`config.mk`:
```
export PLATFORM = sky130hd
export DESIGN_NAME = mib_master
export DESIGN_NICKNAME = d
export VERILOG_FILES = /design/src/rtl/mib_master.sv
export SDC_FILE = /design/constraint.sdc
export NUM_CORES = 1
export LEC_CHECK = 0
export ABC_CLOCK_PERIOD_IN_PS = 5100
export CAP_MARGIN = 20
export CORE_MARGIN = 2
export CORE_UTILIZATION = 45
export DETAILED_ROUTE_END_ITERATION = 10
export PLACE_DENSITY = 0.71
export SLEW_MARGIN = 0
export SYNTH_ARGS = -nofsm -noshare
export SYNTH_HDL_FRONTEND = slang
export SYNTH_SLANG_ARGS = --single-unit
```
`constraint.sdc`:
```
create_clock -name clk -period 5.1 [get_ports clk]
set_clock_uncertainty 0.15 [all_clocks]
set_input_delay 0.51 -clock clk [delete_from_list [all_inputs] [get_ports clk]]
set_output_delay 0.51 -clock clk [all_outputs]
set_load 0.1 [all_outputs]
```
`src/rtl/mib_master.sv`:
```
// ============================================================================
// mib_master : valid/ready request port to serial MIB address/data bus master
// Rev 1.0
// ============================================================================
`timescale 1ns/1ps
`default_nettype none

module mib_master #(
  parameter int ADDR_BITS    = 24,
  parameter int DATA_BITS    = 32,
  parameter int BUS_BITS     = 16,
  parameter int TIMEOUT_CLKS = 32
) (
  input  logic                 clk,
  input  logic                 rst_n,
  input  logic                 req_valid,
  output logic                 req_ready,
  input  logic                 req_rd_wr_n,
  input  logic [ADDR_BITS-1:0] req_addr,
  input  logic [DATA_BITS-1:0] req_wdata,
  output logic                 rsp_valid,
  input  logic                 rsp_ready,
  output logic [DATA_BITS-1:0] rsp_rdata,
  output logic                 rsp_timeout,
  output logic                 mib_start,
  output logic                 mib_rd_wr_n,
  output logic [BUS_BITS-1:0]  mib_ad_o,
  output logic                 mib_ad_oe,
  input  logic [BUS_BITS-1:0]  mib_ad_i,
  input  logic                 mib_slave_ack
);

  localparam int ADDR_BEATS = (ADDR_BITS + BUS_BITS - 1) / BUS_BITS;
  localparam int DATA_BEATS = (DATA_BITS + BUS_BITS - 1) / BUS_BITS;
  localparam int AW_EXT     = ADDR_BEATS * BUS_BITS;
  localparam int DW_EXT     = DATA_BEATS * BUS_BITS;
  localparam int MAX_BEATS  = (ADDR_BEATS > DATA_BEATS) ? ADDR_BEATS : DATA_BEATS;
  localparam int BEAT_W     = $clog2(MAX_BEATS + 1);
  localparam int TO_W       = (TIMEOUT_CLKS > 1) ? $clog2(TIMEOUT_CLKS) : 1;

  typedef enum logic [2:0] {
    S_IDLE     = 3'd0,
    S_ADDR     = 3'd1,
    S_WDATA    = 3'd2,
    S_WAIT_ACK = 3'd3,
    S_RDATA    = 3'd4,
    S_RESP     = 3'd5
  } state_t;

  state_t                 state_q, state_d;
  logic [AW_EXT-1:0]      addr_sh_q, addr_sh_d;
  logic [DW_EXT-1:0]      wdata_sh_q, wdata_sh_d;
  logic [DW_EXT-1:0]      rdata_sh_q, rdata_sh_d;
  logic [BEAT_W-1:0]      beat_q, beat_d;
  logic [TO_W-1:0]        to_cnt_q, to_cnt_d;
  logic                   start_q, start_d;
  logic                   rd_wr_n_q, rd_wr_n_d;
  logic [BUS_BITS-1:0]    ad_o_q, ad_o_d;
  logic                   oe_q, oe_d;
  logic                   rsp_valid_q, rsp_valid_d;
  logic [DATA_BITS-1:0]   rsp_rdata_q, rsp_rdata_d;
  logic                   rsp_timeout_q, rsp_timeout_d;

  logic [AW_EXT-1:0]      w_addr_ext;
  logic [DW_EXT-1:0]      w_rdata_next;

  // Beats leave from the top of each shift register, so MS beat goes first.
  assign w_addr_ext   = AW_EXT'(req_addr);
  assign w_rdata_next = (rdata_sh_q << BUS_BITS) | DW_EXT'(mib_ad_i);

  always_comb begin
    state_d       = state_q;
    addr_sh_d     = addr_sh_q;
    wdata_sh_d    = wdata_sh_q;
    rdata_sh_d    = rdata_sh_q;
    beat_d        = beat_q;
    to_cnt_d      = to_cnt_q;
    start_d       = 1'b0;
    rd_wr_n_d     = rd_wr_n_q;
    ad_o_d        = ad_o_q;
    oe_d          = oe_q;
    rsp_valid_d   = rsp_valid_q;
    rsp_rdata_d   = rsp_rdata_q;
    rsp_timeout_d = rsp_timeout_q;

    case (state_q)
      S_IDLE: begin
        if (req_valid) begin
          state_d    = S_ADDR;
          rd_wr_n_d  = req_rd_wr_n;
          ad_o_d     = w_addr_ext[AW_EXT-1 -: BUS_BITS];
          addr_sh_d  = w_addr_ext << BUS_BITS;
          wdata_sh_d = DW_EXT'(req_wdata);
          start_d    = 1'b1;
          oe_d       = 1'b1;
          beat_d     = '0;
        end
      end

      S_ADDR: begin
        if (beat_q == BEAT_W'(ADDR_BEATS - 1)) begin
          beat_d = '0;
          if (rd_wr_n_q) begin
            state_d  = S_WAIT_ACK;
            oe_d     = 1'b0;
            ad_o_d   = '0;
            to_cnt_d = '0;
          end else begin
            state_d    = S_WDATA;
            ad_o_d     = wdata_sh_q[DW_EXT-1 -: BUS_BITS];
            wdata_sh_d = wdata_sh_q << BUS_BITS;
          end
        end else begin
          ad_o_d    = addr_sh_q[AW_EXT-1 -: BUS_BITS];
          addr_sh_d = addr_sh_q << BUS_BITS;
          beat_d    = beat_q + BEAT_W'(1);
        end
      end

      S_WDATA: begin
        if (beat_q == BEAT_W'(DATA_BEATS - 1)) begin
          state_d  = S_WAIT_ACK;
          oe_d     = 1'b0;
          ad_o_d   = '0;
          to_cnt_d = '0;
        end else begin
          ad_o_d     = wdata_sh_q[DW_EXT-1 -: BUS_BITS];
          wdata_sh_d = wdata_sh_q << BUS_BITS;
          beat_d     = beat_q + BEAT_W'(1);
        end
      end

      S_WAIT_ACK: begin
        // Ack is checked first so it wins over a same-cycle timeout.
        if (mib_slave_ack) begin
          if (!rd_wr_n_q) begin
            state_d       = S_RESP;
            rsp_valid_d   = 1'b1;
            rsp_rdata_d   = '0;
            rsp_timeout_d = 1'b0;
          end else begin
            rdata_sh_d = w_rdata_next;
            beat_d     = '0;
            if (DATA_BEATS == 1) begin
              state_d       = S_RESP;
              rsp_valid_d   = 1'b1;
              rsp_rdata_d   = w_rdata_next[DATA_BITS-1:0];
              rsp_timeout_d = 1'b0;
            end else begin
              state_d = S_RDATA;
            end
          end
        end else if (to_cnt_q == TO_W'(TIMEOUT_CLKS - 1)) begin
          state_d       = S_RESP;
          rsp_valid_d   = 1'b1;
          rsp_rdata_d   = '0;
          rsp_timeout_d = 1'b1;
        end else begin
          to_cnt_d = to_cnt_q + TO_W'(1);
        end
      end

      S_RDATA: begin
        rdata_sh_d = w_rdata_next;
        if (beat_q == BEAT_W'(DATA_BEATS - 2)) begin
          state_d       = S_RESP;
          rsp_valid_d   = 1'b1;
          rsp_rdata_d   = w_rdata_next[DATA_BITS-1:0];
          rsp_timeout_d = 1'b0;
        end else begin
          beat_d = beat_q + BEAT_W'(1);
        end
      end

      S_RESP: begin
        if (rsp_ready) begin
          state_d       = S_IDLE;
          rsp_valid_d   = 1'b0;
          rsp_rdata_d   = '0;
          rsp_timeout_d = 1'b0;
          rd_wr_n_d     = 1'b1;
        end
      end

      default: begin
        state_d = S_IDLE;
      end
    endcase
  end

  always_ff @(posedge clk or negedge rst_n) begin
    if (!rst_n) begin
      state_q       <= S_IDLE;
      addr_sh_q     <= '0;
      wdata_sh_q    <= '0;
      rdata_sh_q    <= '0;
      beat_q        <= '0;
      to_cnt_q      <= '0;
      start_q       <= 1'b0;
      rd_wr_n_q     <= 1'b1;
      ad_o_q        <= '0;
      oe_q          <= 1'b0;
      rsp_valid_q   <= 1'b0;
      rsp_rdata_q   <= '0;
      rsp_timeout_q <= 1'b0;
    end else begin
      state_q       <= state_d;
      addr_sh_q     <= addr_sh_d;
      wdata_sh_q    <= wdata_sh_d;
      rdata_sh_q    <= rdata_sh_d;
      beat_q        <= beat_d;
      to_cnt_q      <= to_cnt_d;
      start_q       <= start_d;
      rd_wr_n_q     <= rd_wr_n_d;
      ad_o_q        <= ad_o_d;
      oe_q          <= oe_d;
      rsp_valid_q   <= rsp_valid_d;
      rsp_rdata_q   <= rsp_rdata_d;
      rsp_timeout_q <= rsp_timeout_d;
    end
  end

  assign req_ready   = (state_q == S_IDLE);
  assign rsp_valid   = rsp_valid_q;
  assign rsp_rdata   = rsp_rdata_q;
  assign rsp_timeout = rsp_timeout_q;
  assign mib_start   = start_q;
  assign mib_rd_wr_n = rd_wr_n_q;
  assign mib_ad_o    = ad_o_q;
  assign mib_ad_oe   = oe_q;

endmodule

`default_nettype wire
```
---- Word level (Yosys, flattened, before mapping) ----
Index checks and enable logic that the tools add are counted.
operators by class
  multipliers ............................. 0
  reduce and logical (&&, ||, !) cells .... 19
  bitwise gates (word level) .............. 1
  shifts and indexed selects .............. 0
  muxes and demuxes ....................... 65
  equal/unequal tests ..................... 23
  order comparisons ....................... 0
  divide/modulo/power cells ............... 0
  add/subtract/negate cells ............... 2
operators by type and width
  kind                                                                    number
  32-bit two-way mux                                                      11
  32-bit one-hot mux with 3 select lines                                  2
  16-bit two-way mux                                                      6
  32-bit one-hot mux with 2 select lines                                  1
  16-bit one-hot mux with 3 select lines                                  1
  32-bit by 16-bit bitwise OR with 32-bit output                          1
  16-bit one-hot mux with 2 select lines                                  1
  2-bit inequality test (second input constant)                           14
  5-bit two-way mux                                                       5
  3-bit two-way mux                                                       7
  1-bit two-way mux                                                       18
  3-bit one-hot mux with 6 select lines                                   1
  6-bit AND reduction                                                     3
  5-bit one-hot mux with 3 select lines                                   1
  5-bit AND reduction                                                     3
  2-bit two-way mux                                                       6
  2-bit one-hot mux with 5 select lines                                   1
  1-bit one-hot mux with 3 select lines                                   3
  3-bit AND reduction                                                     3
  3-bit nonzero test                                                      3
  3-bit by 2-bit equality test with 1-bit output (second input constant)  2
  3-bit equality test (second input constant)                             2
  3-bit inequality test (second input constant)                           2
  2-bit nonzero test                                                      3
  10 further kinds                                                        10
storage, ports and cells
  logic and storage cells ................. 123
  memories ................................ 0
  latch bits .............................. 0
  ROM bits ................................ 0
  bits in writable memories ............... 0
  register bits after elaboration ......... 143

---- Depth between registers and ports, before layout ----
Gate-level depths: netlist of run 1.
  depth in word-level cells ............... 4
  mapped depth ............................ 8

---- Least setup slack after synthesis of run 1 ----
No wires, ideal clock.
  kind .................................... register -> output
  start point ............................. reg state_q[0]
  end point ............................... out req_ready
  data required time ...................... 4.440 ns
  slack ................................... 2.216 ns
  stages on the path, launching flop included .. 5
  arrival time ............................ 2.224 ns
  path through ............................ dfrtp_1 -> buf_6 -> or2_2 -> clkbuf_1 -> nor2_1
between the ends
  longest elaborated chain between the ends .. 1
RTL lines
  item                    RTL line  source
  start, declared         50        state_t state_q, state_d;
  start signal, assigned  207       state_q <= state_d;
  3-bit logical NOT       223       assign req_ready = (state_q == S_IDLE);
  end, declared           17        output logic req_ready,
Every way passes these cells.

---- Worst setup path in the final report of run 1 ----
  start point ............................. reg state_q[1]
  end point ............................... out req_ready
Same word-level chain as after synthesis.

==> impl_metrics.tcl, run 1 <==
set metrics [dict create \
    timing.max_cap.violations 0 \
    min_path_type "reg -> reg" \
    critPathKind "reg -> out" \
    setup_viol 0 \
    tns_ns 0 \
    post_cts_resize_count 0 \
    drtIter0Drc 370 \
    ant_nets 0 \
    cp-end-kind "output pin" \
    min_period_ns 3.82 \
    io_pins 132 \
    grt_pass1_vias 4702 \
    tritoncts "built" \
    syn_nets 674 \
    r2r.worst_path.cells 4 \
    async_flop_share 1.00 \
    core_um2 13300 \
    num_vias 4635 \
    p_comb_frac 0.529 \
    tightest_slew_ns 1.04 \
    whs_ns 0.347 \
    h-tree-depth 4 \
    min_to "to_cnt_q[3]" \
    ys.flop_type "dfrtp_1" \
    powerDensity_nw_per_um2 764 \
    rsz0062_at_grt "no" \
    yosys.area.top_type "dfrtp_1" \
    synthTopCellsByArea "dfrtp_1, mux2_2, mux2i_1, nand2_1, inv_1" \
    syn_area_um2 6210 \
    p_seq_frac 0.270 \
    crit_arrival_ns 3.16 \
    grt_pass1_wl_um 22900 \
    seq_area_frac_synth 0.512 \
    ys_ff_latch 127 \
    status "completed" \
    ys_types 53 \
    avgViaCountPerCell 5.14 \
    cts_buffers 17 \
    crit_path_top_delay_cell "clkdlybuf4s50_1" \
    placed_cell_area_um2 7550 \
    avgRoutedWirePerCell_um 15.7 \
    gp_congestion 0.870 \
    synth_edf_count 0 \
    wl_um 14200 \
    grtUsageTotal 0.202 \
    drtPass1Iterations 5 \
    switching_share 0.467 \
    root_buffer "clkbuf_16" \
    place_hpwl_um 9790 \
    crit_chain "or2_2 > nor2_1 > clkdlybuf4s50_1" \
    drive_gt1_frac 0.138 \
    dieArea_um2 14800 \
    rr_startpoint "state_q[1]" \
    post_cts_buffers 0 \
    cts_sinks 127 \
    clk_pin_slew_ns 0.06 \
    slowest_delay_ns 1.17 \
    clock.fmax_ghz 0.262 \
    clockBufferDepth 2 \
    area_delta_synth_final_pct 32.5 \
    r2r-end "wdata_sh_q[21]" \
    clk-insertion-delay-late_ns 0.42 \
    hold_depth 1 \
    final_area_um2 8230 \
    grt-ovfl-total 0 \
    r2r_slack_ns 1.95 \
    p_clk_frac 0.200 \
    initial_core_util 0.465 \
    fp.dieH_um 121 \
    crit_required_ns 4.44 \
    slew_headroom 0.303 \
    antenna_cells 0 \
    io_buffers 131 \
    cts-hold-fix-buffers 0 \
    vdd_drop_max_uv 393 \
    row_count 42 \
    synth.top_cell.area_share 0.508 \
    internal_power_mw 3.35 \
    synth.avg_cell_area_um2 10.5 \
    die_w_um 121 \
    hold_violations 0 \
    grt_antenna_before_repair 0 \
    path_max_fanout 40 \
    ys_warn_count 0 \
    leakage_nw 3.67 \
    drcViolationCount 0 \
    startpoint_type "register" \
    slew_viol_final 0 \
    grt_max_degree 81 \
    nNetsFinal 795 \
    power.switching_mw 2.94 \
    finalCritPeriodShare 0.750 \
    synthCells 591 \
    hp-start "to_cnt_q[3]" \
]
## how the worst max path moves through the flow
stage	cells past startpoint	end	slack [ns]	from
global placement	3	req_ready	1.79	state_q[1]
floorplan	4	req_ready	2.22	state_q[0]
detailed placement	3	req_ready	1.77	state_q[1]
CTS	3	req_ready	1.31	state_q[1]
finish	3	req_ready	1.28	state_q[1]
global route	3	req_ready	1.16	state_q[1]
## power by group through the flow
stage	clock network, mW	logic, mW	registers (mW)
6_report	1.26	3.33	1.70
5_1_grt	1.33	3.55	1.75
4_1_cts	1.28	3.33	1.70
3_5_place_dp	0	3.31	1.71
3_3_place_gp	0	3.26	1.69
2_1_floorplan	0	1.57	2.78
## sequential cells by signal (all words and copies together), names as in the netlist, 2 cells and up
name,count
addr_sh_q,16
to_cnt_q,5
mib_ad_o,16
wdata_sh_q,32
rdata_sh_q,16
beat_q,2
rsp_rdata,32
state_q,3
## through the flow
step	std cells	power (mW)	utilization	setup slack, ns
6_report	901	6.29	0.617	1.28
2_1_floorplan	591	4.35	-	2.22
5_1_grt	901	6.63	0.617	1.16
4_1_cts	898	6.31	0.612	1.31
3_3_place_gp	866	4.95	0.566	1.79
3_5_place_dp	866	5.02	0.566	1.77
## placed cells by master (no fill, tap or decap), drive strengths merged, types with 4 or more instances in the layout
| master | instances |
|---|---|
| clkdlybuf4s50 | 130 |
| and2 | 8 |
| mux2i | 50 |
| mux2 | 50 |
| clkinv | 5 |
| nand2b | 5 |
| a21oi | 28 |
| inv | 63 |
| clkbuf | 21 |
| nor3 | 4 |
| dfrtp | 126 |
| nor4b | 8 |
| nand2 | 84 |
| o21ai | 42 |
| buf | 10 |
| ha | 5 |
| bufinv | 4 |
| nor2 | 19 |
| a222oi | 8 |
| nor2b | 14 |
## critical path, delay by kind of cell, from the launching register on
kind / cells / cell delay, ns
buf+inv: 1 / 1.17
simple gates: 2 / 0.81
flops: 1 / 0.75
## cell families (layout without fill, tap and decap cells)
logic type | Yosys count | in the layout | synth area share
adder cells (fa/ha/maj) | 5 | 5 | 0.0101
buffers and inverters | 102 | 236 | 0.0814
AND/OR/NAND/NOR | 156 | 156 | 0.122
multiplexers | 100 | 100 | 0.171
flip-flops | 127 | 127 | 0.512
AO/OA/AOI/OAI | 101 | 101 | 0.104
## cell usage after synthesis, types with 2 or more instances
cell / count
dfrtp_1: 126
nand2_1: 84
inv_1: 63
mux2i_1: 50
mux2_2: 49
o21ai_0: 40
a21oi_1: 26
nor2_1: 19
clkbuf_1: 15
nor2b_1: 14
a222oi_1: 8
and2_1: 8
buf_2: 8
nor4b_1: 8
buf_6: 7
ha_1: 5
nand2b_1: 5
nor3_1: 4
buf_1: 3
buf_12: 3
buf_4: 3
nand3_1: 3
or3_1: 3
a21o_1: 2
a21oi_2: 2
a22oi_1: 2
a31oi_1: 2
o211ai_1: 2
o21bai_1: 2
o32ai_1: 2
## layout make-up
| type | instances | area, um^2 |
|---|---|---|
| Fill cell | 1103 | 5120 |
| Sequential cell | 127 | 3180 |
| Timing Repair Buffer | 141 | 1430 |
| Clock inverter | 11 | 164 |
| Tap cell | 176 | 220 |
| Inverter | 63 | 236 |
| Multi-Input combinational cell | 362 | 2550 |
| Clock buffer | 21 | 450 |
## metal layers
| layer | track usage | up-vias | part of all wire |
|---|---|---|---|
| met5 | 0 | - | 0 |
| met4 | 0.0876 | 0 | 0.023 |
| met3 | 0.0517 | 30 | 0.054 |
| met2 | 0.325 | 143 | 0.49 |
| met1 | 0.257 | 2225 | 0.44 |
| li1 | - | 2237 | - |
Power figures use the tool's default switching activity.
==> run 2, diff against run 1 <==
ABC_CLOCK_PERIOD_IN_PS = 4000   (was 5100)
clock period = 4 ns   (was 5.1 ns; I/O delays follow)
==> run 2 against run 1 <==
Design area about the same; via count is essentially flat; power grew 28%; critical path depth grew 2; global-route usage grew 0.50 points; sequential power grew 29%; core utilization about the same; sequential cell count is the same; critical path type is now reg -> reg; critical endpoint is now rsp_rdata[2].
==> impl_metrics.tcl, run 2 (synthesis gave the netlist of run 1 again) <==
set metrics [dict create \
    grtUsageTotal 0.207 \
    grt_antenna_before_repair 0 \
    crit_arrival_ns 3.24 \
    clockBufferDepth 2 \
    place_hpwl_um 9940 \
    drcViolationCount 0 \
    cts_sinks 127 \
    clk-insertion-delay-late_ns 0.41 \
    critPathKind "reg -> reg" \
    path_max_fanout 40 \
    setup_viol 0 \
    cts_buffers 17 \
    rsz0062_at_grt "no" \
    dieArea_um2 14800 \
    clk_pin_slew_ns 0.06 \
    slew_viol_final 0 \
    timing.max_cap.violations 0 \
    tns_ns 0 \
    hold_violations 0 \
    tritoncts "built" \
    startpoint_type "register" \
    layout_commonest_cell "clkdlybuf4s50_1" \
    grt_max_degree 73 \
    root_buffer "clkbuf_16" \
    status "completed" \
    tightest_slew_ns 1.03 \
    io_buffers 131 \
    cp-end-kind "register" \
    row_count 42 \
    grt-ovfl-total 0 \
    die_w_um 121 \
    drive_gt1_frac 0.142 \
    min_path_type "reg -> reg" \
    min_period_ns 3.07 \
    leakage_nw 3.66 \
    h-tree-depth 4 \
    avgViaCountPerCell 5.15 \
    core_um2 13300 \
    grt_pass1_wl_um 23600 \
    wl_um 14300 \
    crit_required_ns 4.17 \
    area_delta_synth_final_pct 32.5 \
    antenna_cells 0 \
    drtIter0Drc 305 \
    fp.dieH_um 121 \
    clock.fmax_ghz 0.326 \
    io_pins 132 \
    nNetsFinal 795 \
    slew_headroom 0.315 \
    powerDensity_nw_per_um2 981 \
    layout_common_cells "clkdlybuf4s50_1, dfrtp_1, nand2_1" \
    r2r_slack_ns 0.93 \
    initial_core_util 0.465 \
    finalCritPeriodShare 0.767 \
    drtPass1Iterations 5 \
    num_vias 4633 \
    gp_congestion 0.833 \
    vdd_drop_max_uv 444 \
    ant_nets 0 \
    grt_pass1_vias 4773 \
    avgRoutedWirePerCell_um 15.8 \
    fin_util 0.616 \
    post_cts_buffers 0 \
]
run 2: cell types whose count changed in the layout (fill, tap and decap cells not counted), sizes merged:
cell           delta
buf               +1
clkinv            -2
bufinv            +1
clkdlybuf4s50     -1
clkbuf            -3
clkinvlp          +3
run 2: routing by layer:
| layer | part of all wire | vias up | GRT usage |
|---|---|---|---|
| met5 | 0 | - | 0 |
| met4 | 0.014 | 0 | 0.0697 |
| met3 | 0.058 | 17 | 0.0592 |
| met2 | 0.49 | 148 | 0.339 |
| met1 | 0.44 | 2235 | 0.263 |
| li1 | - | 2233 | - |
run 2: layout make-up:
cell class / instances / area (um^2)
Clock buffer: 18 / 439
Clock inverter: 13 / 214
Fill cell: 1097 / 5120
Inverter: 63 / 236
Multi-Input combinational cell: 362 / 2550
Sequential cell: 127 / 3180
Tap cell: 176 / 220
Timing Repair Buffer: 141 / 1380
run 2: what timing repair did:
action	in CTS	in global routing
hold endpoints to repair	4	0
gates resized for setup	0	0
setup endpoints to repair	0	0
hold buffers	1	0
run 2: path summary, 6_finish.rpt:
path | depth (start not counted) | startpoint | end
max reg2reg | 5 | state_q[1] | rsp_rdata[2]
min in group asynchronous | 2 | rst_n | wdata_sh_q[1]
max in group asynchronous | 3 | rst_n | mib_rd_wr_n
min reg2reg | 2 | wdata_sh_q[31] | mib_ad_o[15]
max | 5 | state_q[1] | rsp_rdata[2]
min | 2 | wdata_sh_q[31] | mib_ad_o[15]
run 2: stage by stage:
step | instance area (um^2) | hold WS, ns | total power, mW | std cells | setup WS, ns
finish | 8230 | 0.341 | 8.07 | 900 | 0.931
global route | 8230 | 0.364 | 8.53 | 900 | 0.702
CTS | 8230 | 0.339 | 8.13 | 900 | 0.995
detailed placement | 7560 | 0.329 | 6.41 | 868 | 1.02
global placement | 7560 | 0.315 | 6.30 | 868 | 1.18
floorplan | 6210 | -0.0456 | 5.54 | 591 | 1.23
run 2: report_power, final:
group	switching [mW]	internal (mW)
Clock	0.567	1.12
Sequential	0.375	1.82
Combinational	2.82	1.37
Total	3.76	4.31
run 2: critical path, stage by stage (launching register included):
cell	delay [ns]
dfrtp_1	1.02
nand3b_2	0.40
o32ai_4	0.34
o21bai_4	0.34
buf_4	0.43
mux2i_1	0.28
==> run 3, diff against run 2 <==
ABC_CLOCK_PERIOD_IN_PS = 3100   (was 4000)
clock period = 3.1 ns   (was 4 ns; I/O delays follow)
==> run 3 against run 2 <==
Register-to-register slack got worse by 0.38 ns; design area shrank 0.99%; sequential share of layout area is 0.39 points higher; largest cell class unchanged.
==> impl_metrics.tcl, run 3 (synthesis gave the netlist of run 1 again) <==
set metrics [dict create \
    timing.max_cap.violations 0 \
    min_period_ns 2.67 \
    slew_headroom 0.365 \
    dieArea_um2 14800 \
    grt_max_degree 55 \
    fp.dieH_um 121 \
    placed_cell_area_um2 7500 \
    critPathKind "reg -> out" \
    tightest_slew_ns 0.946 \
    hold_violations 0 \
    path_max_fanout 15 \
    io_buffers 131 \
    io_pins 132 \
    drcViolationCount 0 \
    grt_antenna_before_repair 0 \
    tns_ns 0 \
    grt_pass1_vias 4711 \
    clk_pin_slew_ns 0.06 \
    place_hpwl_um 10200 \
    tritoncts "built" \
    ant_nets 0 \
    num_vias 4739 \
    core_um2 13300 \
    finalCritPeriodShare 0.861 \
    r2r_slack_ns 0.55 \
    status "completed" \
    drtPass1Iterations 9 \
    grt-ovfl-total 0 \
    rsz0062_at_grt "no" \
    crit_arrival_ns 2.21 \
    initial_core_util 0.465 \
    final_area_um2 8140 \
    r2r-end "to_cnt_q[4]" \
    grt_pass1_wl_um 23000 \
    min_path_type "in -> reg" \
    cts-hold-fix-buffers 1 \
    nNetsFinal 800 \
    clockBufferDepth 2 \
    setup_viol 0 \
    avgViaCountPerCell 5.23 \
    slew_viol_final 0 \
    cts_sinks 127 \
    rr_startpoint "to_cnt_q[0]" \
    layout_commonest_cell "dfrtp_1" \
    cts_buffers 17 \
    h-tree-depth 4 \
    grtUsageTotal 0.201 \
    row_count 42 \
    cp-end-kind "output pin" \
    area_delta_synth_final_pct 31.2 \
    avgRoutedWirePerCell_um 15.7 \
    r2r.worst_path.cells 7 \
    die_w_um 121 \
    crit_required_ns 2.64 \
    antenna_cells 0 \
    hold_depth 3 \
    wl_um 14200 \
    layout_common_cells "dfrtp_1, nand2_1, clkdlybuf4s50_1" \
    drtIter0Drc 299 \
    min_to "wdata_sh_q[13]" \
    clock.fmax_ghz 0.374 \
    gp_congestion 0.843 \
    startpoint_type "register" \
    drive_gt1_frac 0.221 \
    post_cts_buffers 0 \
    root_buffer "clkbuf_16" \
    post_cts_resize_count 0 \
    crit_start "state_q[0]" \
    hp-start "req_wdata[13]" \
    clk-insertion-delay-late_ns 0.42 \
]
## run 3: cell count changes in the layout (fill, tap and decap cells not counted)
cell / before / now
clkbuf_1: 0 / 1
clkdlybuf4s50_1: 129 / 76
clkinv_4: 3 / 1
buf_12: 0 / 3
buf_4: 11 / 66
clkinvlp_4: 5 / 4
clkinv_2: 0 / 2
bufinv_16: 5 / 4
inv_6: 0 / 2
## run 3: worst max path at each step
| stage | endpoint | slack [ns] | cells past startpoint |
|---|---|---|---|
| after global routing | req_ready | 0.35 | 4 |
| after detailed placement | wdata_sh_q[9] | 0.42 | 6 |
| final | req_ready | 0.43 | 4 |
| after CTS | req_ready | 0.44 | 4 |
| after floorplan | req_ready | 0.42 | 4 |
| after global placement | wdata_sh_q[2] | 0.52 | 6 |
## run 3: final cells by class
class | count | area, um^2
timing repair buffer | 146 | 1330
tap | 176 | 220
clock inverter | 13 | 186
sequential | 127 | 3180
inverter | 63 | 236
clock buffer | 19 | 443
fill | 1121 | 5200
multi-input combinational | 362 | 2550
## run 3: through the flow
stage               hold WS (ns)  cells  worst slack [ns]   util
finish                     0.288    906             0.429  0.610
global route               0.285    906             0.349  0.610
CTS                        0.276    906             0.444  0.610
detailed placement         0.235    873             0.416  0.562
global placement           0.232    873             0.518  0.562
floorplan                 -0.136    591             0.416      -
## run 3: critical path, cell delays in order (launching register included)
cell and delay [ns]:
dfrtp_1 0.55, buf_4 0.27, or2_2 0.41, nor2_1 0.22
buf_4 0.33
## run 3: routing by layer
| metal | part of all wire | global-route usage | wire length (um) | up-vias |
|---|---|---|---|---|
| met5 | 0 | 0 | 0 | - |
| met4 | 0.018 | 0.0733 | 259 | 0 |
| met3 | 0.065 | 0.0550 | 925 | 20 |
| met2 | 0.49 | 0.328 | 6940 | 169 |
| met1 | 0.43 | 0.258 | 6110 | 2303 |
| li1 | - | - | - | 2247 |
Power of run 3 is left out: the tool's default activity adds up to more than one toggle a clock period on the data nets, which glitch-free logic cannot reach.
